[src/rtl/chan_pulse_pkg.sv]
// Shared types and default widths for the channel pulse generator.
package chan_pulse_pkg;

  typedef enum logic [1:0] {
    ST_IDLE = 2'd0,
    ST_HIGH = 2'd1,
    ST_LOW  = 2'd2
  } ch_state_t;

  localparam int DEF_N_CH  = 2;
  localparam int DEF_CNT_W = 16;
  localparam int DEF_REP_W = 8;

  function automatic int ch_idx_w(input int n);
    return (n > 1) ? $clog2(n) : 1;
  endfunction

endpackage

[src/rtl/chan_pulse_ch.sv]
// One pulse channel: high/low phase down-counter plus remaining-pulse down-counter.
//  state   | meaning
//  ST_IDLE | output low, waiting for a start
//  ST_HIGH | output high, r_cnt cycles left after this one
//  ST_LOW  | output low, r_cnt cycles left after this one
module chan_pulse_ch
  import chan_pulse_pkg::*;
#(
  parameter int CNT_W = DEF_CNT_W,
  parameter int REP_W = DEF_REP_W
) (
  input  logic             i_clk,
  input  logic             i_rst_n,
  input  logic             i_start,
  input  logic [CNT_W-1:0] i_high,
  input  logic [CNT_W-1:0] i_low,
  input  logic [REP_W-1:0] i_rep,
  input  logic             i_abort,
  output logic             o_dout,
  output logic             o_busy,
  output logic             o_done
);

  ch_state_t        r_state;
  logic [CNT_W-1:0] r_cnt;
  logic [CNT_W-1:0] r_high_ld;
  logic [CNT_W-1:0] r_low_ld;
  logic [REP_W-1:0] r_rep_left;
  logic             r_inf;
  logic             r_dout;
  logic             r_busy;
  logic             r_done;

  logic [CNT_W-1:0] w_high_ld;
  logic [CNT_W-1:0] w_low_ld;

  // A zero length behaves as a one-cycle phase, so both load a count of 0.
  assign w_high_ld = (i_high == '0) ? '0 : i_high - CNT_W'(1);
  assign w_low_ld  = (i_low  == '0) ? '0 : i_low  - CNT_W'(1);

  always_ff @(posedge i_clk) begin
    if (!i_rst_n) begin
      r_state    <= ST_IDLE;
      r_cnt      <= '0;
      r_high_ld  <= '0;
      r_low_ld   <= '0;
      r_rep_left <= '0;
      r_inf      <= 1'b0;
      r_dout     <= 1'b0;
      r_busy     <= 1'b0;
      r_done     <= 1'b0;
    end else begin
      r_done <= 1'b0;
      if (i_abort) begin
        r_state <= ST_IDLE;
        r_dout  <= 1'b0;
        r_busy  <= 1'b0;
      end else begin
        case (r_state)
          ST_IDLE: begin
            if (i_start) begin
              r_state    <= ST_HIGH;
              r_cnt      <= w_high_ld;
              r_high_ld  <= w_high_ld;
              r_low_ld   <= w_low_ld;
              r_rep_left <= i_rep - REP_W'(1);
              r_inf      <= (i_rep == '0);
              r_dout     <= 1'b1;
              r_busy     <= 1'b1;
            end
          end
          ST_HIGH: begin
            if (r_cnt == '0) begin
              r_state <= ST_LOW;
              r_cnt   <= r_low_ld;
              r_dout  <= 1'b0;
            end else begin
              r_cnt <= r_cnt - CNT_W'(1);
            end
          end
          ST_LOW: begin
            if (r_cnt != '0) begin
              r_cnt <= r_cnt - CNT_W'(1);
            end else if (r_inf || (r_rep_left != '0)) begin
              r_state <= ST_HIGH;
              r_cnt   <= r_high_ld;
              r_dout  <= 1'b1;
              if (!r_inf) r_rep_left <= r_rep_left - REP_W'(1);
            end else begin
              r_state <= ST_IDLE;
              r_busy  <= 1'b0;
              r_done  <= 1'b1;
            end
          end
          default: begin
            r_state <= ST_IDLE;
            r_dout  <= 1'b0;
            r_busy  <= 1'b0;
          end
        endcase
      end
    end
  end

  assign o_dout = r_dout;
  assign o_busy = r_busy;
  assign o_done = r_done;

endmodule

[src/rtl/chan_pulse_gen.sv]
// N-channel pulse generator: command/abort decode and cmd_ready mux around
// independent per-channel sequencers.
module chan_pulse_gen
  import chan_pulse_pkg::*;
#(
  parameter  int N_CH  = DEF_N_CH,
  parameter  int CNT_W = DEF_CNT_W,
  parameter  int REP_W = DEF_REP_W,
  localparam int CH_W  = ch_idx_w(N_CH)
) (
  input  logic             i_clk,
  input  logic             i_rst_n,
  input  logic             i_cmd_valid,
  output logic             o_cmd_ready,
  input  logic [CH_W-1:0]  i_cmd_ch,
  input  logic [CNT_W-1:0] i_cmd_high,
  input  logic [CNT_W-1:0] i_cmd_low,
  input  logic [REP_W-1:0] i_cmd_rep,
  input  logic             i_abort,
  input  logic [CH_W-1:0]  i_abort_ch,
  output logic [N_CH-1:0]  o_dout,
  output logic [N_CH-1:0]  o_busy,
  output logic [N_CH-1:0]  o_done,
  output logic             o_cmd_err
);

  logic            w_cmd_in_range;
  logic            w_busy_sel;
  logic            w_abort_same;
  logic            w_accept;
  logic [N_CH-1:0] w_start;
  logic [N_CH-1:0] w_abort_vec;
  logic            r_cmd_err;

  assign w_cmd_in_range = ({{(32-CH_W){1'b0}}, i_cmd_ch} < 32'(N_CH));

  always_comb begin
    w_busy_sel = 1'b0;
    for (int i = 0; i < N_CH; i++) begin
      if (i_cmd_ch == CH_W'(i)) w_busy_sel = o_busy[i];
    end
  end

  // An abort aimed at the commanded channel blocks the command that cycle.
  assign w_abort_same = i_abort && (i_abort_ch == i_cmd_ch);
  assign o_cmd_ready  = w_cmd_in_range ? (!w_busy_sel && !w_abort_same) : 1'b1;
  assign w_accept     = i_cmd_valid && o_cmd_ready;

  for (genvar gi = 0; gi < N_CH; gi++) begin : g_ch
    assign w_start[gi]     = w_accept && (i_cmd_ch == CH_W'(gi));
    assign w_abort_vec[gi] = i_abort && (i_abort_ch == CH_W'(gi));

    chan_pulse_ch #(
      .CNT_W(CNT_W),
      .REP_W(REP_W)
    ) u_ch (
      .i_clk  (i_clk),
      .i_rst_n(i_rst_n),
      .i_start(w_start[gi]),
      .i_high (i_cmd_high),
      .i_low  (i_cmd_low),
      .i_rep  (i_cmd_rep),
      .i_abort(w_abort_vec[gi]),
      .o_dout (o_dout[gi]),
      .o_busy (o_busy[gi]),
      .o_done (o_done[gi])
    );
  end

  always_ff @(posedge i_clk) begin
    if (!i_rst_n) r_cmd_err <= 1'b0;
    else          r_cmd_err <= w_accept && !w_cmd_in_range;
  end

  assign o_cmd_err = r_cmd_err;

endmodule
[config.mk]
export PLATFORM = sky130hd
export DESIGN_NAME = chan_pulse_gen
export DESIGN_NICKNAME = d
export VERILOG_FILES = /design/src/rtl/chan_pulse_pkg.sv /design/src/rtl/chan_pulse_ch.sv /design/src/rtl/chan_pulse_gen.sv
export SDC_FILE = /design/constraint.sdc
export NUM_CORES = 1
export LEC_CHECK = 0
export CAP_MARGIN = 25
export CORE_ASPECT_RATIO = 1.75
export CORE_UTILIZATION = 45
export CTS_CLUSTER_SIZE = 14
export DETAILED_ROUTE_END_ITERATION = 10
export DONT_BUFFER_PORTS = 1
export GPL_TIMING_DRIVEN = 0
export PLACE_DENSITY_LB_ADDON = 0.3
export SYNTH_ARGS = -nofsm -noshare
export SYNTH_HDL_FRONTEND = slang
export SYNTH_SLANG_ARGS = --single-unit
export TNS_END_PERCENT = 1
[constraint.sdc]
create_clock -name i_clk -period 3.36 [get_ports i_clk]
set_input_delay 0.672 -clock i_clk [delete_from_list [all_inputs] [get_ports i_clk]]
set_output_delay 0.672 -clock i_clk [all_outputs]
set_load 0.02 [all_outputs]
== Word-level counts from Yosys, hierarchy flattened ==
Cells that the tools add are included.
Storage, ports and cells
  register bits: 124
  input bits: 46
  output and inout port bits: 8
Operators by class
  bitwise gates (word level): 9
  $add $sub $neg: 7
  equal/unequal tests: 19
  muxes and demuxes: 51
  reduce and logical (&&, ||, !) cells: 42
Operators by type and width (number)
  16-bit two-way mux: 10
  16-bit one-hot mux with 3 select lines: 2
  16-bit logical NOT: 4
  8-bit two-way mux: 8
  16-bit by 1-bit subtractor with 16-bit output (second input constant): 4
  8-bit one-hot mux with 2 select lines: 2
  16-bit nonzero test: 2
  4-bit AND reduction: 6
  8-bit by 1-bit subtractor with 8-bit output (second input constant): 3
  1-bit two-way mux: 17
  8-bit nonzero test: 2
  2-bit two-way mux: 6
  2-bit by 1-bit != test with 1-bit output (second input constant): 6
  2-bit != test (second input constant): 6
  1-bit one-hot mux with 3 select lines: 4
  2-bit one-hot mux with 3 select lines: 2
  3-bit AND reduction: 4
  6-bit AND reduction: 2
  1-bit inverter: 9
  8-bit logical NOT: 1
  4-bit OR reduction: 2
  1-bit logical AND: 7
  3-bit by 1-bit != test with 1-bit output (second input constant): 2
  3-bit nonzero test: 2
  8 further kinds: 15

== Depth between registers and ports, before layout ==
  word-level depth: 8
  mapped depth: 11
  mapped depth without buffers: 8

== Cells and area by module ==
A second synthesis with hierarchy kept.
Unflattened totals
  cell total of the unflattened synthesis: 1098
  area total of the unflattened synthesis: 8355.5 um^2
Modules (own cells, without submodules)
  chan_pulse_ch (g_ch[0].u_ch): instances 1, area each 4206.5 um^2, cells an instance 548, sequential area each 1241.2 um^2
  chan_pulse_ch (g_ch[1].u_ch): instances 1, area each 4065.1 um^2, cells an instance 542, sequential area each 1241.2 um^2
  chan_pulse_gen: instances 1, area each 83.8 um^2, cells an instance 8, sequential area each 0.0 um^2

== Least setup slack after synthesis ==
Ideal clock, no wire load.
  path type: input to register
  from: in i_cmd_high[0]
  to: reg g_ch[1].u_ch.r_cnt[10]
  required time: 3.238 ns
  arrival time: 2.295 ns
  library setup time: 0.122 ns
  setup slack: 0.944 ns
  path buffers: 0
  cell stages on the path: 8
  cells stage by stage: inv_1 > ha_1 > or4b_2 > nor3b_1 > xnor2_1 > nor2_1 > a31oi_1 > a21oi_1
On the way
  longest elaborated chain between the ends: 4
  elaborated cells on any way between the ends: 5
  those cells by class: 1 x add/sub; 3 x mux; 1 x reduce/logical
RTL lines
  from (decl): RTL line chan_pulse_gen.sv:16  | input logic [CNT_W-1:0] i_cmd_high,
  16-bit by 1-bit subtractor with 16-bit output / 16-bit logical NOT (equally long branches): RTL line chan_pulse_ch.sv:38  | assign w_high_ld = (i_high == '0) ? '0 : i_high - CNT_W'(1);
  16-bit two-way mux *: RTL line chan_pulse_ch.sv:38
  16-bit two-way mux *: RTL line chan_pulse_ch.sv:61  | if (i_start) begin
  16-bit one-hot mux with 3 select lines *: RTL line chan_pulse_ch.sv:59  | case (r_state)
  to (signal assigned): RTL line chan_pulse_ch.sv:63  | r_cnt <= w_high_ld;
  to (signal assigned): RTL line chan_pulse_ch.sv:75  | r_cnt <= r_low_ld;
  to (signal assigned): RTL line chan_pulse_ch.sv:78  | r_cnt <= r_cnt - CNT_W'(1);
  to (decl): RTL line chan_pulse_ch.sv:25  | logic [CNT_W-1:0] r_cnt;
Mark *: on every way between the ends. The rest lies on a longest branch, timed or not. The select of a mux whose other input is x is not followed.
A chain may end at the register's enable or synchronous reset.

== Worst setup path in the final report ==
  from: reg g_ch[0].u_ch.r_cnt[0]
  to: reg g_ch[0].u_ch.r_rep_left[6]
On the way
  longest elaborated chain between the ends: 3
RTL lines
  from (decl): RTL line chan_pulse_ch.sv:25
  from (signal assigned): RTL line chan_pulse_ch.sv:63
  from (signal assigned): RTL line chan_pulse_ch.sv:75
  from (signal assigned): RTL line chan_pulse_ch.sv:78
  16-bit nonzero test: RTL line chan_pulse_ch.sv:82  | if (r_cnt != '0) begin
  2-bit != test (no line)
  6-bit AND reduction (no line)
  to (signal assigned): RTL line chan_pulse_ch.sv:66  | r_rep_left <= i_rep - REP_W'(1);
  to (signal assigned): RTL line chan_pulse_ch.sv:88  | if (!r_inf) r_rep_left <= r_rep_left - REP_W'(1);
  to (decl): RTL line chan_pulse_ch.sv:28  | logic [REP_W-1:0] r_rep_left;
Every way passes these cells.

==> results.yml <==
min_path:
  hp-class: "reg2reg"
  hold_path_depth: 2
  hold_path_end: "g_ch[0].u_ch.r_rep_left[4]"
  worstHoldStart: "g_ch[0].u_ch.r_rep_left[4]"
drt:
  num_vias: 7832
  drt_pass1_iterations: 6
  wl_um: 26500
  drtIter0Drc: 530
  postRouteAntennaNets: 0
  drc_errors: 0
  wl_per_cell_um: 20.8
  routed_via_density: 6.15
sta:
  setup_viol: 0
  fmax_mhz: 352
  fin_setup_tns_ns: 0
  clock_skew_ns: 0.0104
  timing.final.crit_period_ns: 2.84
  worst_slew_pin_slew_ns: 1.05
  timing.hold.ws_ns: 0.457
  post-route-period-util_pct: 84.6
  rsz0062_at_grt: "false"
  relSlewSlack_pct: 29.5
  maxSlewViolCount: 0
  finalHoldViolations: 0
yosys:
  seq_area_frac_synth_pct: 32.0
  yosys_warnings: 0
  synth_edf_count: 0
  synthCells: 1015
  syn_nets: 1083
  synth_async_sr_flop_share_pct: 0
  syn_avg_cell_area_um2: 7.64
  synth_top_flop_cell: "dfxtp_1"
  synth-seq-cells: 124
  synth_area_um2: 7750
  ys_types: 74
clocking:
  cts_resized: 0
  cts_root_buf: "clkbuf_16"
  post-cts-setup-buffer-count: 0
  cts_buffers: 17
  cts.sinks: 124
  clk_pin_slew_ns: 0.06
  clk_latency_ns: 0.44
  cts_tree: "done"
  clockBufferDepth: 2
  htree_levels: 4
  hold_buffers: 0
floorplan:
  dieArea_um2: 17800
  coreArea_um2: 16900
  die_y_um: 176
  die_width_um: 101
  ios: 54
  start_util_pct: 46.0
  rows: 63
power:
  p_sw_w: 0.00163
  internal-power_w: 0.00333
  combPwrFrac_pct: 25.0
  ir_worst_vdd_mv: 0.278
  clkPwrFrac_pct: 40.6
  power-per-cell-area_nw_per_um2: 572
  p_leak_nw: 3.15
  p_sw_share_pct: 32.9
  p_seq_share_pct: 34.4
global_route:
  antenna_found_initial: 0
  first_global_vias: 7750
  grt_usage_pct: 31.1
  grt_pass1_wl_um: 41400
  grt_overflow: 0
  grt_start_max_net_pins: 17
critical_path:
  crit_slowest_cell: "dfxtp_1"
  timing.rr.end: "g_ch[0].u_ch.r_rep_left[6]"
  crit_fanout: 10
  max_stage_delay_ns: 0.39
  crit_family: "simple AND/OR/NAND/NOR gates"
  r2r_cells: 10
  critPathCaptureType: "flip-flop"
  cp.required_ns: 3.68
  crit_type: "reg2reg"
  path_buf_inv: 3
  r2r-start: "g_ch[0].u_ch.r_cnt[0]"
  cp-start-kind: "flip-flop"
  crit_chain: "inv_1, ha_1, nor3b_1, and2_1, clkbuf_1, a41oi_1, nor2_1, buf_2, a21oi_1, a31o_2"
  worstPathArrival_ns: 3.16
  crit_path_start: "g_ch[0].u_ch.r_cnt[0]"
  reg2reg_slack_ns: 0.52
cells_and_area:
  areaGrowthSynthToFinish_pct: 11.8
  final_common_cell: "nand2_1"
  fin_util_pct: 51.4
  n_fill_cell: 1702
  layout.nets: 1102
  drive_gt1_share_pct: 6.79
  final_cell_mix: "nand2_1 (129), dfxtp_1 (124), o21ai_0 (95)"
  antenna_cells: 0
outcome:
  outcome: "finished, final reports clean"
placement:
  dpl.hpwl_um: 20700
  io_buffer_count: 0
  gp_congestion: 0.959
flow_run:
  max-cap-violations: 0
how the worst max path moves through the flow:
| stage | to | slack, ns | depth (start not counted) |
|---|---|---|---|
| floorplan | g_ch[1].u_ch.r_cnt[10] | 0.94 | 8 |
| global placement | g_ch[0].u_ch.r_cnt[8] | 0.27 | 9 |
| detailed placement | g_ch[0].u_ch.r_cnt[8] | 0.28 | 9 |
| CTS | g_ch[0].u_ch.r_rep_left[6] | 0.54 | 10 |
| global route | g_ch[0].u_ch.r_rep_left[3] | 0.21 | 10 |
| finish | g_ch[0].u_ch.r_rep_left[6] | 0.52 | 10 |
metrics by stage:
stage	cell area (um^2)	power [W]	setup slack, ns	std cells
2_1_floorplan	7750	0.00260	0.944	1015
3_3_place_gp	8040	0.00293	0.272	1242
3_5_place_dp	8040	0.00294	0.280	1242
4_1_cts	8670	0.00494	0.544	1273
5_1_grt	8670	0.00516	0.211	1273
6_report	8670	0.00496	0.518	1273
layer usage:
metal / global-route usage [%] / routed length, um
met1: 30.9 / 9250
met2: 53.3 / 13300
met3: 6.69 / 1680
met4: 27.8 / 2260
met5: 0 / 0
final cells by class:
| type | instances | area [um^2] | share of cell area (%) |
|---|---|---|---|
| plain buffers | 71 | 338 | 3.90 |
| clock buffers | 21 | 470 | 5.42 |
| clock inverters | 10 | 163 | 1.88 |
| inverters | 28 | 105 | 1.21 |
| multi-input cells | 792 | 4830 | 55.7 |
| flip-flops and latches | 124 | 2480 | 28.6 |
| well taps | 227 | 284 | 3.28 |
Yosys cell counts, types with 9 or more instances:
cell type	n	area share [%]
a31oi_1	14	1.1
clkbuf_1	48	2.3
nand3_1	26	1.7
a32o_1	11	1.4
xnor2_1	20	2.3
a21boi_0	33	3.2
nor2b_1	18	1.5
a221oi_1	10	1.1
nor3_1	37	2.4
ha_1	22	3.5
xor2_1	24	2.7
nand2_1	129	6.2
a21oi_1	64	4.1
dfxtp_1	124	32
nor4_1	14	1.1
o211a_1	9	1.2
buf_4	9	0.87
nand4_1	9	0.73
inv_1	27	1.3
o21ai_0	95	6.1
nor2_1	86	4.2
a22oi_1	20	1.9
flip-flops by register name, summed over array words and instances (netlist names):
register	cells
g_ch.u_ch.r_state	4
g_ch.u_ch.r_inf	2
g_ch.u_ch.o_done	2
g_ch.u_ch.r_low_ld	32
g_ch.u_ch.o_busy	2
g_ch.u_ch.r_high_ld	32
g_ch.u_ch.o_dout	2
g_ch.u_ch.r_cnt	32
g_ch.u_ch.r_rep_left	16
worst reg2reg max path: cells and delay by family, from the launching register on:
| family | cells | cell delay [ns] |
|---|---|---|
| AOI/OAI and AO/OA | 3 | 0.55 |
| and+or+nand+nor | 3 | 0.96 |
| adders and majority gates | 1 | 0.17 |
| DFF | 1 | 0.39 |
| buffers and inverters | 3 | 0.67 |
cell families after synthesis:
family                   after synthesis  share of synthesized area [%]
AND/OR/NAND/NOR                      382                           24.2
AO/OA/AOI/OAI                        339                           29.0
flip-flops                           124                           32.0
buffers and inverters                 99                           5.71
XOR/XNOR                              44                           4.97
adder cells (fa/ha/maj)               22                           3.55
multiplexers                           4                          0.516
other                                  1                         0.0484
power by group through the flow:
stage                     logic (W)  registers (W)  clock network (W)
final                       0.00124        0.00171            0.00201
after floorplan            0.000908        0.00169                  0
after global routing        0.00136        0.00172            0.00207
after detailed placement    0.00121        0.00173                  0
after global placement      0.00120        0.00173                  0
after CTS                   0.00122        0.00170            0.00202
(Power assumes the default switching activity.)
